File: config.mk
export PLATFORM = sky130hd
export DESIGN_NAME = dac_spi_capture
export DESIGN_NICKNAME = d
export VERILOG_FILES = /design/src/rtl/dac_spi_capture.sv
export SDC_FILE = /design/constraint.sdc
export NUM_CORES = 1
export LEC_CHECK = 0
export BUFFER_PORTS_ARGS = -buffer_cell sky130_fd_sc_hd__buf_2
export CAP_MARGIN = 20
export CORE_MARGIN = 4
export CORE_UTILIZATION = 59
export CTS_CLUSTER_SIZE = 8
export DETAILED_ROUTE_END_ITERATION = 8
export HOLD_SLACK_MARGIN = 0.05
export PLACE_DENSITY = 0.84
export SLEW_MARGIN = 20
export SYNTH_ARGS = -nofsm -noshare
export SYNTH_HDL_FRONTEND = slang
export SYNTH_SLANG_ARGS = --single-unit
export TNS_END_PERCENT = 5
File: constraint.sdc
create_clock -name dataclk -period 7.1 [get_ports dataclk]
set_clock_uncertainty 0.2 [all_clocks]
set_input_delay 1.42 -clock dataclk [delete_from_list [all_inputs] [get_ports dataclk]]
set_output_delay 1.42 -clock dataclk [all_outputs]
set_load 0.01 [all_outputs]
File: src/rtl/dac_spi_capture.sv
// Capture of AD5662 24-bit write frames from the DAC pins; decodes code/power-down bits and counts frames.
// Build option: define DAC_SPI_CAPTURE_SIGNED_OUT_EN to present data_out as two's complement.
module dac_spi_capture #(
    parameter int FRAME_BITS    = 24,
    parameter int SYNC_STAGES   = 2,
    parameter int ERR_CNT_WIDTH = 16
) (
    input  logic                     dataclk,
    input  logic                     reset,
    input  logic                     DAC_SYNC,
    input  logic                     DAC_SCLK,
    input  logic                     DAC_DIN,
    input  logic                     clear_counts,
    input  logic                     out_ready,
    output logic                     out_valid,
    output logic [15:0]              data_out,
    output logic [1:0]               pd_out,
    output logic                     busy,
    output logic                     frame_error,
    output logic                     overrun,
    output logic                     overrun_sticky,
    output logic [31:0]              frame_count,
    output logic [ERR_CNT_WIDTH-1:0] error_count
);

    typedef enum logic {ST_IDLE, ST_SHIFT} state_t;

    logic sync_s, sclk_s, din_s;

    generate
        if (SYNC_STAGES == 0) begin : g_direct
            assign sync_s = DAC_SYNC;
            assign sclk_s = DAC_SCLK;
            assign din_s  = DAC_DIN;
        end else begin : g_sync
            logic [SYNC_STAGES-1:0] sync_pipe_reg, sclk_pipe_reg, din_pipe_reg;
            always_ff @(posedge dataclk or posedge reset) begin
                if (reset) begin
                    sync_pipe_reg <= '1;
                    sclk_pipe_reg <= '0;
                    din_pipe_reg  <= '0;
                end else begin
                    sync_pipe_reg <= SYNC_STAGES'({sync_pipe_reg, DAC_SYNC});
                    sclk_pipe_reg <= SYNC_STAGES'({sclk_pipe_reg, DAC_SCLK});
                    din_pipe_reg  <= SYNC_STAGES'({din_pipe_reg, DAC_DIN});
                end
            end
            assign sync_s = sync_pipe_reg[SYNC_STAGES-1];
            assign sclk_s = sclk_pipe_reg[SYNC_STAGES-1];
            assign din_s  = din_pipe_reg[SYNC_STAGES-1];
        end
    endgenerate

    logic sync_prev_reg, sclk_prev_reg;
    always_ff @(posedge dataclk or posedge reset) begin
        if (reset) begin
            sync_prev_reg <= 1'b1;
            sclk_prev_reg <= 1'b0;
        end else begin
            sync_prev_reg <= sync_s;
            sclk_prev_reg <= sclk_s;
        end
    end

    logic sync_fall, sync_rise, sclk_fall;
    assign sync_fall = sync_prev_reg & ~sync_s;
    assign sync_rise = ~sync_prev_reg & sync_s;
    assign sclk_fall = sclk_prev_reg & ~sclk_s;

    state_t state_reg, state_next;

    always_ff @(posedge dataclk or posedge reset) begin
        if (reset) state_reg <= ST_IDLE;
        else       state_reg <= state_next;
    end

    always_comb begin
        state_next = state_reg;
        case (state_reg)
            ST_IDLE:  if (sync_fall) state_next = ST_SHIFT;
            ST_SHIFT: if (sync_rise) state_next = ST_IDLE;
            default:  state_next = ST_IDLE;
        endcase
    end

    always_comb begin
        busy = (state_reg == ST_SHIFT);
    end

    // Only bits 17:0 are ever decoded; the don't-care upper bits simply fall off the top.
    logic [17:0] shift_reg, shift_next;
    logic [4:0]  bit_cnt_reg, bit_cnt_next;

    always_comb begin
        shift_next   = shift_reg;
        bit_cnt_next = bit_cnt_reg;
        if (sclk_fall) begin
            shift_next   = {shift_reg[16:0], din_s};
            bit_cnt_next = (bit_cnt_reg == 5'd31) ? 5'd31 : bit_cnt_reg + 5'd1;
        end
    end

    always_ff @(posedge dataclk or posedge reset) begin
        if (reset) begin
            shift_reg   <= '0;
            bit_cnt_reg <= '0;
        end else if (state_reg == ST_IDLE) begin
            if (sync_fall) begin
                shift_reg   <= '0;
                bit_cnt_reg <= '0;
            end
        end else begin
            shift_reg   <= shift_next;
            bit_cnt_reg <= bit_cnt_next;
        end
    end

    // Evaluation sees an edge that coincides with SYNC rising.
    logic frame_end, good_frame, bad_frame;
    assign frame_end  = (state_reg == ST_SHIFT) && sync_rise;
    assign good_frame = frame_end && (bit_cnt_next == 5'(FRAME_BITS));
    assign bad_frame  = frame_end && !good_frame;

    logic [15:0] code_dec;
`ifdef DAC_SPI_CAPTURE_SIGNED_OUT_EN
    assign code_dec = {~shift_next[15], shift_next[14:0]};
`else
    assign code_dec = shift_next[15:0];
`endif

    logic                     out_valid_reg, frame_error_reg, overrun_reg, overrun_sticky_reg;
    logic [15:0]              data_out_reg;
    logic [1:0]               pd_out_reg;
    logic [31:0]              frame_count_reg;
    logic [ERR_CNT_WIDTH-1:0] error_count_reg;
    logic                     overrun_event;

    assign overrun_event = good_frame && out_valid_reg && !out_ready;

    always_ff @(posedge dataclk or posedge reset) begin
        if (reset) begin
            out_valid_reg      <= 1'b0;
            data_out_reg       <= '0;
            pd_out_reg         <= '0;
            frame_error_reg    <= 1'b0;
            overrun_reg        <= 1'b0;
            overrun_sticky_reg <= 1'b0;
            frame_count_reg    <= '0;
            error_count_reg    <= '0;
        end else begin
            frame_error_reg <= bad_frame;
            overrun_reg     <= overrun_event;
            if (good_frame) begin
                data_out_reg  <= code_dec;
                pd_out_reg    <= shift_next[17:16];
                out_valid_reg <= 1'b1;
            end else if (out_valid_reg && out_ready) begin
                out_valid_reg <= 1'b0;
            end
            if (clear_counts) begin
                frame_count_reg    <= '0;
                error_count_reg    <= '0;
                overrun_sticky_reg <= 1'b0;
            end else begin
                if (good_frame)    frame_count_reg <= frame_count_reg + 32'd1;
                if (bad_frame && (error_count_reg != '1))
                    error_count_reg <= error_count_reg + ERR_CNT_WIDTH'(1);
                if (overrun_event) overrun_sticky_reg <= 1'b1;
            end
        end
    end

    assign out_valid      = out_valid_reg;
    assign data_out       = data_out_reg;
    assign pd_out         = pd_out_reg;
    assign frame_error    = frame_error_reg;
    assign overrun        = overrun_reg;
    assign overrun_sticky = overrun_sticky_reg;
    assign frame_count    = frame_count_reg;
    assign error_count    = error_count_reg;

endmodule

Word-level counts from Yosys, hierarchy flattened
Index checks and enable logic that the tools add are counted.
{"block": "word_totals", "regBits": 102, "inputBits": 7, "out_inout_bits": 71, "word_cells": 61}
{"block": "classes", "addsub": 3, "eq_ne": 3, "muxes": 18, "n_bitwise": 7, "n_reduce_logical": 14}
{"op": "$mux 32", "count": 2}
{"op": "$mux 18", "count": 3}
{"op": "$add 32x1->32 const B", "count": 1}
{"op": "$mux 16", "count": 2}
{"op": "$mux 5", "count": 4}
{"op": "$add 16x1->16 const B", "count": 1}
{"op": "$ne 16x16->1 const B", "count": 1}
{"op": "$eq 5x5->1 const B", "count": 2}
{"op": "$reduce_bool 2->1", "count": 5}
{"op": "$logic_and 1x1->1", "count": 7}
{"op": "$mux 1", "count": 6}
{"op": "$add 5x1->5 const B", "count": 1}
{"op": "$not 1->1", "count": 4}
{"op": "$and 1x1->1", "count": 3}
{"op": "$logic_not 1->1", "count": 2}
{"op": "$pmux 1 s2", "count": 1}

Depth between registers and ports, before layout
Gate-level depths: netlist of the first run.
{"block": "depth", "word_depth": 10, "ltp_mapped": 9, "depth_no_buf": 7}

Least setup slack after synthesis of the first run
OpenSTA, ideal clock, no wires.
{"block": "synth_timing", "path_type": "reg-to-reg", "start": "register bit_cnt_reg[0]", "end": "register frame_count_reg[19] (netlist: frame_count[19])", "setup_time_ps": 125, "arrival_ps": 2139, "t_required_ps": 6775, "slack_ps": 4636, "stages_incl_launch_ff": 9, "n_path_buf": 1, "period_less_slack_ps": 2464, "path_cell_list": "dfrtp_1 -> ha_1 -> nor3b_1 -> o2bb2ai_1 -> o211a_4 -> nand3_2 -> buf_6 -> nor4_1 -> mux2_2"}
{"block": "synth_between", "elab_chain_cells": 6, "elab_cells_between_ends": 7, "cone_classes": "add/sub: 1; eq/ne: 2; mux: 2; reduce/logical: 2"}
{"item": "from (decl)", "line": "92", "text": "logic [4:0] bit_cnt_reg, bit_cnt_next;"}
{"item": "from (signal assigned)", "line": "114", "text": "bit_cnt_reg <= bit_cnt_next;"}
{"item": "$add 5x1->5 / $eq 5x5->1 (equally long branches)", "line": "99", "text": "bit_cnt_next = (bit_cnt_reg == 5'd31) ? 5'd31 : bit_cnt_reg + 5'd1;"}
{"item": "$mux 5", "line": "99"}
{"item": "$mux 5 (*)", "line": "97", "text": "if (sclk_fall) begin"}
{"item": "$eq 5x5->1 (*)", "line": "121", "text": "assign good_frame = frame_end && (bit_cnt_next == 5'(FRAME_BITS));"}
{"item": "$logic_and 1x1->1 (*)", "line": "121"}
{"item": "$reduce_bool 2->1 (no line) (*)"}
{"item": "to (signal assigned)", "line": "165", "text": "if (good_frame) frame_count_reg <= frame_count_reg + 32'd1;"}
{"item": "to (decl)", "line": "134", "text": "logic [31:0] frame_count_reg;"}
Mark *: on every way between the ends. The rest lies on a longest branch, timed or not.
A chain may end at the register's enable or synchronous reset.

Worst setup path in the final report of the first run
{"block": "layout_timing", "start": "register g_sync.sclk_pipe_reg[1]", "end": "register frame_count_reg[19] (netlist: frame_count[19])"}
{"block": "layout_between", "elab_chain_cells": 6}
{"item": "from (decl)", "line": "36", "text": "logic [SYNC_STAGES-1:0] sync_pipe_reg, sclk_pipe_reg, din_pipe_reg;"}
{"item": "from (signal assigned)", "line": "44", "text": "sclk_pipe_reg <= SYNC_STAGES'({sclk_pipe_reg, DAC_SCLK});"}
{"item": "$not 1->1", "line": "68", "text": "assign sclk_fall = sclk_prev_reg & ~sclk_s;"}
{"item": "$and 1x1->1", "line": "68"}
{"item": "$mux 5", "line": "97"}
{"item": "$eq 5x5->1", "line": "121"}
{"item": "$logic_and 1x1->1", "line": "121"}
{"item": "$reduce_bool 2->1 (no line)"}
No other way between the ends.

==> results.sh, run 1 <==
export IMPL_synth_area_um2=4810
export IMPL_p_total_mw=1.06
export IMPL_io_pins=78
export IMPL_h_tree_depth=3
export IMPL_nets=543
export IMPL_comb_power_share_pct=8.3
export IMPL_die_x_um=98.3
export IMPL_largest_reg_flops=32
export IMPL_power_switching_share_pct=26.5
export IMPL_worstSetupPathType="reg -> reg"
export IMPL_finalMaxSlewViolations=0
export IMPL_status="complete, no violations"
export IMPL_finalCritPeriodShare_pct=53.5
export IMPL_cp_arrival_ns=3.84
export IMPL_ir_worst_vdd_mv=0.122
export IMPL_p_per_area_nw_per_um2=195
export IMPL_fin_setup_tns_ns=0
export IMPL_drt_first_pass_iters=4
export IMPL_drtIter0Drc=147
export IMPL_timing_hold_violations_final=0
export IMPL_post_cts_repair_setup_buffers=0
export IMPL_syn_inst=469
export IMPL_initial_core_util_pct=61.6
export IMPL_setup_viol=0
export IMPL_ys_ff_latch=102
export IMPL_rr_startpoint="g_sync.sclk_pipe_reg[1]$_DFF_PP0_"
export IMPL_yosysWarnings=0
export IMPL_p_sw_mw=0.280
export IMPL_cts_path_max_buffers=2
export IMPL_finalWirelength_mm=10.3
export IMPL_worst_hold_path_type="reg -> reg"
export IMPL_syn_mean_instance_area_um2=10.2
export IMPL_design_core_area_um2=7810
export IMPL_cap_violations=0
export IMPL_antenna_found_initial=0
export IMPL_fin_crit_ns=3.80
export IMPL_holdCritStartpoint="g_sync.sync_pipe_reg[0]$_DFF_PP1_"
export IMPL_p_int_mw=0.777
export IMPL_cp_startpoint="g_sync.sclk_pipe_reg[1]$_DFF_PP0_"
export IMPL_synth_async_reset_ratio_pct=100
export IMPL_detail_route_antenna_nets=0
export IMPL_gp_congestion=0.869
export IMPL_via_per_inst=5.97
export IMPL_path_buf_inv=0
export IMPL_cts_root_buf="clkbuf_8"
export IMPL_cts_hold_buf=0
export IMPL_synth_net_count=479
export IMPL_crit_chain="nand2b_1 -> nand3b_1 -> nand3_1 -> nand3_2 -> nor4_1 -> mux2_2"
export IMPL_synth_edf_count=0
export IMPL_overflow=0
export IMPL_clock_latency_ns=0.36
export IMPL_io_buffer_count=77
export IMPL_gr_usage_all_layers_pct=21.9
export IMPL_antenna_cells=0
export IMPL_end_kind="flip-flop"
export IMPL_path_delay_family="simple AND/OR/NAND/NOR gates"
export IMPL_yosysSeqAreaShare_pct=53.2
export IMPL_drive_above_1_share_pct=20.3
export IMPL_wl_per_cell_um=16.1
export IMPL_grt_pass1_wl_mm=17.6
export IMPL_layout_commonest_cell="dfrtp_1"
export IMPL_rsz0062_at_grt="no"
export IMPL_synth_ff_type="dfrtp_1"
export IMPL_grt_max_degree=57
export IMPL_yosys_area_top_type_share_pct=51.5
export IMPL_worst_slew_margin_rel_pct=39.2
export IMPL_leakage_nw=2.54
export IMPL_ys_types=50
export IMPL_drc=0
export IMPL_die_h_um=98.3
export IMPL_fmax_mhz=263
export IMPL_synth_area_leaders="dfrtp_1, mux2i_1, nand2_1"
export IMPL_clkPwrFrac_pct=33.0
export IMPL_synth_largest_area_cell="dfrtp_1"
export IMPL_areaGrowthSynthToFinish_pct=12.7
export IMPL_grt_pass1_vias=3712
export IMPL_slowest_stage="nand3_2"
export IMPL_layout_common_cells="dfrtp_1, buf_2, nand2_1"
export IMPL_dp_hpwl_mm=7.08
export IMPL_startpoint_type="flip-flop"
export IMPL_worst_pin_slew_ns=0.913
export IMPL_cts_tree="done"
export IMPL_row_count=32
export IMPL_ctsResizeCount=0
export IMPL_cts_sinks=102
export IMPL_cts_buffers=9
export IMPL_critPathMaxFanout=47
export IMPL_crit_required_ns=7.14
export IMPL_slowest_delay_ns=0.75
export IMPL_clk_pin_slew_ns=0.09
export IMPL_p_seq_share_pct=58.8
export IMPL_vias=3822
export IMPL_dieArea_um2=9650
-- path summary, 6_finish.rpt --
check                                                         end  slack [ns]  cells after the start
worst max-delay path                  frame_count[19]$_DFFE_PP0P_        3.30                      6
worst min-delay path            g_sync.sync_pipe_reg[1]$_DFF_PP1_        0.16                      0
worst max register to register        frame_count[19]$_DFFE_PP0P_        3.30                      6
worst min register to register  g_sync.sync_pipe_reg[1]$_DFF_PP1_        0.16                      0
max in group asynchronous              bit_cnt_reg[1]$_DFFE_PP0P_        4.67                      3
min in group asynchronous              error_count[3]$_DFFE_PP0P_        0.93                      2
-- per-layer routing --
layer,GRT usage [%],wire length [µm],share of wire [%]
met5,0,0,0
met4,8.19,207,2.0
met3,4.07,460,4.5
met2,35.1,4960,48
met1,30.0,4670,45
-- area by class of cell --
type	instances	area [µm²]
Sequential cell	102	2560
Fill cell	622	2390
Multi-Input combinational cell	333	2110
Timing Repair Buffer	78	393
Clock buffer	11	151
Tap cell	102	128
Clock inverter	5	41.3
Inverter	9	36.3
-- synth_stat cells, drive strengths merged, types with 2 or more instances --
cell / instances
dfrtp: 99
nand2: 45
o21ai: 35
nor2: 33
mux2i: 24
a21oi: 23
nand3: 20
clkbuf: 19
nand4: 18
a22o: 17
or3: 15
xnor2: 13
xor2: 11
or4: 10
inv: 9
o31ai: 9
nor4: 8
nor3: 7
and3: 6
buf: 6
nor2b: 5
and4: 4
nand3b: 4
a2111oi: 3
dfstp: 3
ha: 3
a211oi: 2
a31oi: 2
and3b: 2
nand2b: 2
or2: 2
-- power groups by stage --
stage | logic, mW | registers (mW) | clock network (mW)
after floorplan | 0.0703 | 0.625 | 0
after global placement | 0.0847 | 0.630 | 0
after detailed placement | 0.0883 | 0.632 | 0
after CTS | 0.0884 | 0.620 | 0.357
after global routing | 0.0996 | 0.625 | 0.384
final | 0.0872 | 0.621 | 0.349
-- cells by family after synthesis --
| family | after synthesis | share of synthesized area (%) |
|---|---|---|
| buffers and inverters | 34 | 2.99 |
| AOI/OAI and AO/OA | 98 | 13.3 |
| xor gates and xnor gates | 24 | 4.37 |
| and+or+nand+nor | 183 | 20.1 |
| adders and majority gates | 3 | 0.781 |
| DFF | 102 | 53.2 |
| muxes | 25 | 5.23 |
-- per-stage QoR --
step           setup slack, ns  utilization (%)  instance area, µm²  instances  hold slack (ns)
3_5_place_dp              3.26             66.8                5220        624            0.137
6_report                  3.30             69.3                5410        640            0.160
5_1_grt                   2.85             69.3                5410        640            0.166
4_1_cts                   3.26             69.3                5410        640            0.161
3_3_place_gp              3.38             66.8                5220        624            0.134
2_1_floorplan             2.81                -                4810        469            0.131
Note: power is estimated with default switching activity, not from simulation.
==> run 2: changes to the inputs <==
- CORE_UTILIZATION: 59 -> 51
- PLACE_DENSITY: 0.84 -> 0.77
- clock period: 7.1 -> 3.39 ns (I/O delays scaled with it)
==> run 2 against run 1 <==
  * Cell area rose by 1.7%
  * Global-route usage shrank 1.5 points
  * Setup slack worse by 2.9 ns
  * Combinational power grew 130%
  * Sequential share of layout area decreased by 0.80 points
  * Sequential power rose by 110%
  * Routed wire length grew 2.7%
  * Critical endpoint is now frame_count[25]$_DFFE_PP0P_
  * Largest cell class unchanged
==> results.sh, run 2 (synthesized netlist as in run 1, its figures left out) <==
export IMPL_clk_pin_slew_ns=0.10
export IMPL_clock_latency_ns=0.36
export IMPL_holdWs_ns=0.150
export IMPL_hold_end="g_sync.din_pipe_reg[1]$_DFF_PP0_"
export IMPL_rsz0062_at_grt="no"
export IMPL_nets=550
export IMPL_cts_root_buf="clkbuf_8"
export IMPL_dp_hpwl_mm=7.55
export IMPL_areaGrowthSynthToFinish_pct=14.6
export IMPL_worst_pin_slew_ns=0.907
export IMPL_grt_pass1_vias=3813
export IMPL_design_core_area_um2=9200
export IMPL_p_sw_mw=0.572
export IMPL_dp_cells=640
export IMPL_wl_per_cell_um=16.2
export IMPL_gp_congestion=0.876
export IMPL_slowest_delay_ns=0.61
export IMPL_gr_usage_all_layers_pct=20.4
export IMPL_crit_required_ns=3.46
export IMPL_timing_hold_violations_final=0
export IMPL_layoutNonFillerInstCount=654
export IMPL_power_switching_share_pct=24.1
export IMPL_row_count=35
export IMPL_end_kind="flip-flop"
export IMPL_holdCritStartpoint="g_sync.din_pipe_reg[0]$_DFF_PP0_"
export IMPL_io_pins=78
export IMPL_die_x_um=105
export IMPL_layout_common_cells="dfrtp_1, buf_2, nand2_1"
export IMPL_p_per_area_nw_per_um2=431
export IMPL_cts_tree="done"
export IMPL_path_buf_inv=0
export IMPL_fillers=810
export IMPL_grt_pass1_wl_mm=18.6
export IMPL_p_seq_share_pct=54.7
export IMPL_dieArea_um2=11000
export IMPL_slowest_stage="or4_1"
export IMPL_finalWirelength_mm=10.6
export IMPL_p_total_mw=2.37
export IMPL_clkPwrFrac_pct=36.9
export IMPL_layout_commonest_cell="dfrtp_1"
export IMPL_path_delay_family="simple AND/OR/NAND/NOR gates"
export IMPL_fin_crit_ns=2.98
export IMPL_finalMaxSlewViolations=0
export IMPL_drt_first_pass_iters=4
export IMPL_cts_path_max_buffers=2
export IMPL_cts_sinks=102
export IMPL_worst_hold_path_type="reg -> reg"
export IMPL_r2r_end="frame_count[25]$_DFFE_PP0P_"
export IMPL_fmax_mhz=336
export IMPL_ff_latch_area_um2=2560
export IMPL_comb_power_share_pct=8.4
export IMPL_status="complete, no violations"
export IMPL_io_buffer_count=77
export IMPL_post_cts_repair_setup_buffers=0
export IMPL_rr_startpoint="bit_cnt_reg[0]$_DFFE_PP0P_"
export IMPL_startpoint_type="flip-flop"
export IMPL_detail_route_antenna_nets=0
export IMPL_critPathMaxFanout=17
export IMPL_cap_violations=0
export IMPL_overflow=0
export IMPL_crit_chain="ha_1 -> nor3b_1 -> o2bb2ai_1 -> o211a_4 -> nand3_1 -> or4_1 -> a21oi_1"
export IMPL_setup_viol=0
export IMPL_ff2ff_setup_slack_ns=0.41
export IMPL_via_per_inst=5.93
export IMPL_initial_core_util_pct=52.3
export IMPL_fin_setup_tns_ns=0
export IMPL_drtIter0Drc=184
export IMPL_grt_max_degree=52
export IMPL_antenna_cells=0
export IMPL_multi_input_area_um2=2110
export IMPL_drc=0
export IMPL_r2r_cells=7
export IMPL_worstSetupPathType="reg -> reg"
export IMPL_die_h_um=105
export IMPL_antenna_found_initial=0
export IMPL_vias=3876
export IMPL_cts_buffers=9
export IMPL_finalCritPeriodShare_pct=87.9
export IMPL_largest_reg_flops=32
export IMPL_p_int_mw=1.80
export IMPL_worst_slew_margin_rel_pct=39.5
export IMPL_whs_path_depth=0
export IMPL_h_tree_depth=3
export IMPL_cp_arrival_ns=3.05
export IMPL_cts_hold_buf=0
export IMPL_leakage_nw=2.59
export IMPL_ctsResizeCount=0
export IMPL_drive_above_1_share_pct=20.8
export IMPL_ir_worst_vdd_mv=0.243
## run 2: changes by cell type in the layout (fill, tap and decap cells not counted), sizes merged
cell,previous run,this run
inv,11,8
buf,78,85
bufinv,0,3
clkbuf,11,9
## run 2: metal layers
| layer | routed length, µm | vias to the layer above | GRT usage, % | share of wire, % |
|---|---|---|---|---|
| li1 | - | 1850 | - | - |
| met3 | 522 | 18 | 4.45 | 4.9 |
| met1 | 4850 | 1916 | 27.5 | 46 |
| met2 | 5060 | 92 | 33.2 | 48 |
| met5 | 0 | - | 0 | 0 |
| met4 | 144 | 0 | 5.62 | 1.4 |
## run 2: how the worst max path moves through the flow
stage	from	endpoint	depth (start not counted)
floorplan	bit_cnt_reg[0]$_DFFE_PP0P_	frame_count[19]$_DFFE_PP0P_	8
global placement	bit_cnt_reg[0]$_DFFE_PP0P_	frame_count[29]$_DFFE_PP0P_	7
detailed placement	bit_cnt_reg[0]$_DFFE_PP0P_	frame_count[25]$_DFFE_PP0P_	7
CTS	bit_cnt_reg[0]$_DFFE_PP0P_	frame_count[25]$_DFFE_PP0P_	7
global route	bit_cnt_reg[0]$_DFFE_PP0P_	frame_count[25]$_DFFE_PP0P_	7
finish	bit_cnt_reg[0]$_DFFE_PP0P_	frame_count[25]$_DFFE_PP0P_	7
## run 2: stage by stage
stage                     worst slack (ns)  utilization [%]  instance area, µm²
final                                0.410             59.9                5510
after global routing                 0.123             59.9                5510
after CTS                            0.415             59.9                5510
after global placement               0.592             57.5                5280
after detailed placement             0.439             57.5                5280
after floorplan                      0.926                -                4810
## run 2: power groups by stage
stage	clock network (mW)	logic, mW	registers, mW
2_1_floorplan	0	0.148	1.31
3_3_place_gp	0	0.193	1.31
3_5_place_dp	0	0.203	1.32
4_1_cts	0.891	0.203	1.30
5_1_grt	0.950	0.225	1.30
6_report	0.875	0.200	1.30
## run 2: area by class of cell
type	count	share of cell area, %
inverter	9	0.682
clock inverter	5	1.82
timing repair buffer	85	8.09
sequential	102	46.4
clock buffer	9	2.25
multi-input combinational	333	38.2
tap	111	2.52
==> run 3: changes to the inputs <==
- ABC_AREA: not set -> 1
- CORE_UTILIZATION: 51 -> 52
- PLACE_DENSITY: 0.77 -> 0.76
==> run 3 against run 2 <==
  * Sequential power barely moved
  * Synthesized area increased by 16%
  * Power fell by 1.5%
==> results.sh, run 3 <==
export IMPL_ctsResizeCount=0
export IMPL_cts_tree="done"
export IMPL_cp_common_cell="nand2_1"
export IMPL_layoutNonFillerInstCount=972
export IMPL_wl_per_cell_um=13.8
export IMPL_rsz0062_at_grt="no"
export IMPL_layout_commonest_cell="nand2_1"
export IMPL_place_ws_ns=0.665
export IMPL_fin_crit_ns=2.74
export IMPL_antenna_cells=0
export IMPL_yosysMostFrequentCell="nand2_1"
export IMPL_fin_util_pct=59.7
export IMPL_fin_ws_ns=0.651
export IMPL_die_x_um=112
export IMPL_cap_violations=0
export IMPL_yosys_area_top_type_share_pct=44.3
export IMPL_initial_core_util_pct=53.6
export IMPL_detail_route_antenna_nets=0
export IMPL_io_buffer_count=77
export IMPL_ys_top_cells_by_count="nand2_1, nor2_1, dfrtp_1"
export IMPL_fillers=971
export IMPL_finalMaxSlewViolations=0
export IMPL_synth_async_reset_ratio_pct=100
export IMPL_gr_usage_all_layers_pct=21.8
export IMPL_fmax_mhz=365
export IMPL_worst_hold_path_type="reg -> reg"
export IMPL_synth_ff_type="dfrtp_1"
export IMPL_synth_area_um2=5590
export IMPL_ff_latch_area_um2=2560
export IMPL_leakage_nw=3.18
export IMPL_cts_path_max_buffers=2
export IMPL_io_pins=78
export IMPL_nets=841
export IMPL_via_per_inst=5.26
export IMPL_areaGrowthSynthToFinish_pct=11.2
export IMPL_layout_common_cells="nand2_1, nor2_1, dfrtp_1"
export IMPL_dp_hpwl_mm=9.64
export IMPL_finalWirelength_mm=13.4
export IMPL_drt_first_pass_iters=5
export IMPL_path_delay_family="simple AND/OR/NAND/NOR gates"
export IMPL_ys_types=31
export IMPL_slowest_delay_ns=0.65
export IMPL_ff2ff_setup_slack_ns=0.65
export IMPL_clock_latency_ns=0.37
export IMPL_post_cts_repair_setup_buffers=0
export IMPL_gp_congestion=0.920
export IMPL_grt_pass1_vias=4906
export IMPL_finalCritPeriodShare_pct=80.8
export IMPL_ir_worst_vdd_mv=0.269
export IMPL_syn_mean_instance_area_um2=7.31
export IMPL_clk_pin_slew_ns=0.11
export IMPL_yosysWarnings=0
export IMPL_startpoint_type="flip-flop"
export IMPL_slowest_stage="nor3_2"
export IMPL_die_h_um=112
export IMPL_dieArea_um2=12500
export IMPL_drc=0
export IMPL_crit_required_ns=3.50
export IMPL_worst_pin_slew_ns=0.741
export IMPL_multi_input_area_um2=2570
export IMPL_worst_slew_margin_rel_pct=50.6
export IMPL_grt_max_degree=55
export IMPL_cts_root_buf="clkbuf_8"
export IMPL_synth_area_leaders="dfrtp_1, nand2_1, nor2_1"
export IMPL_cts_hold_buf=0
export IMPL_h_tree_depth=3
export IMPL_cts_sinks=102
export IMPL_p_per_area_nw_per_um2=376
export IMPL_ys_ff_latch=102
export IMPL_setup_viol=0
export IMPL_syn_inst=764
export IMPL_dp_cells=956
export IMPL_largest_reg_flops=32
export IMPL_synth_net_count=774
export IMPL_cp_arrival_ns=2.85
export IMPL_crit_chain="inv_1 -> nor3_2 -> nand3_2 -> nand2_2 -> nand2_1 -> nand2_1"
export IMPL_vias=5117
export IMPL_grt_pass1_wl_mm=23.0
export IMPL_synth_edf_count=0
export IMPL_antenna_found_initial=0
export IMPL_design_core_area_um2=10400
export IMPL_synth_largest_area_cell="dfrtp_1"
export IMPL_yosysSeqAreaShare_pct=45.7
export IMPL_timing_hold_violations_final=0
export IMPL_overflow=0
export IMPL_fin_setup_tns_ns=0
export IMPL_cts_buffers=9
export IMPL_drtIter0Drc=418
export IMPL_critPathMaxFanout=24
export IMPL_end_kind="flip-flop"
export IMPL_row_count=37
export IMPL_drive_above_1_share_pct=14.8
export IMPL_worstSetupPathType="reg -> reg"
export IMPL_path_buf_inv=1
export IMPL_status="complete, no violations"
==> run 3: cell types whose count changed in the layout (fill, tap and decap cells not counted), sizes merged, moves of 8 or more <==
cell   previous run  this run
xnor2            13         5
or4              10         0
inv               8        76
o22ai             0        22
o31ai             9         0
mux2i            24         0
a21oi            23         5
or3              15         0
a22o             17         0
nand2            45       253
nand3            20        74
xor2             11        19
nor2             33       102
o21ai            35        45
==> run 3: stage by stage <==
step | hold slack [ns] | instance area [µm²] | power [mW]
2_1_floorplan | 0.131 | 5590 | 1.56
3_3_place_gp | 0.133 | 6030 | 1.62
3_5_place_dp | 0.144 | 6030 | 1.64
4_1_cts | 0.168 | 6210 | 2.36
5_1_grt | 0.170 | 6210 | 2.46
6_report | 0.166 | 6210 | 2.34
==> run 3: area by class of cell <==
| type | instances | area share (%) |
|---|---|---|
| multi-input cells | 557 | 41.3 |
| flip-flops and latches | 102 | 41.1 |
| well taps | 136 | 2.74 |
| repair buffers | 86 | 7.29 |
| clock buffers | 9 | 1.99 |
| inverters | 75 | 4.59 |
| clock inverters | 7 | 0.926 |
==> run 3: report_power, final <==
part           internal, mW  total, mW  switching [mW]
sequential             1.28       1.33          0.0448
clock                 0.276      0.728           0.451
combinational        0.0855      0.282           0.196
==> run 3: final timing paths <==
| check | start | endpoint | cells after the start |
|---|---|---|---|
| worst max register to register | busy$_DFF_PP0_ | error_count[15]$_DFFE_PP0P_ | 6 |
| min in group asynchronous | reset | error_count[9]$_DFFE_PP0P_ | 3 |
| max in group asynchronous | reset | bit_cnt_reg[0]$_DFFE_PP0P_ | 3 |
| worst min register to register | g_sync.sclk_pipe_reg[0]$_DFF_PP0_ | g_sync.sclk_pipe_reg[1]$_DFF_PP0_ | 0 |
| worst min-delay path | g_sync.sclk_pipe_reg[0]$_DFF_PP0_ | g_sync.sclk_pipe_reg[1]$_DFF_PP0_ | 0 |
| worst max-delay path | busy$_DFF_PP0_ | error_count[15]$_DFFE_PP0P_ | 6 |
==> run 3: routing by layer <==
layer / up-vias / global-route usage (%) / routed length (µm)
met5: - / 0 / 0
met4: 0 / 5.52 / 212
met3: 19 / 4.24 / 618
met2: 122 / 37.1 / 6570
met1: 2403 / 28.7 / 6000
li1: 2573 / - / -
==> run 3: cells by family (layout without fill, tap and decap cells) <==
family	count (synthesis)	in the layout	share of synthesized area (%)
buf+inv	105	177	8.28
fa+ha+maj	3	3	0.672
xor+xnor	24	24	3.76
flops	102	102	45.7
simple gates	457	457	33.9
compound gates	73	73	7.59
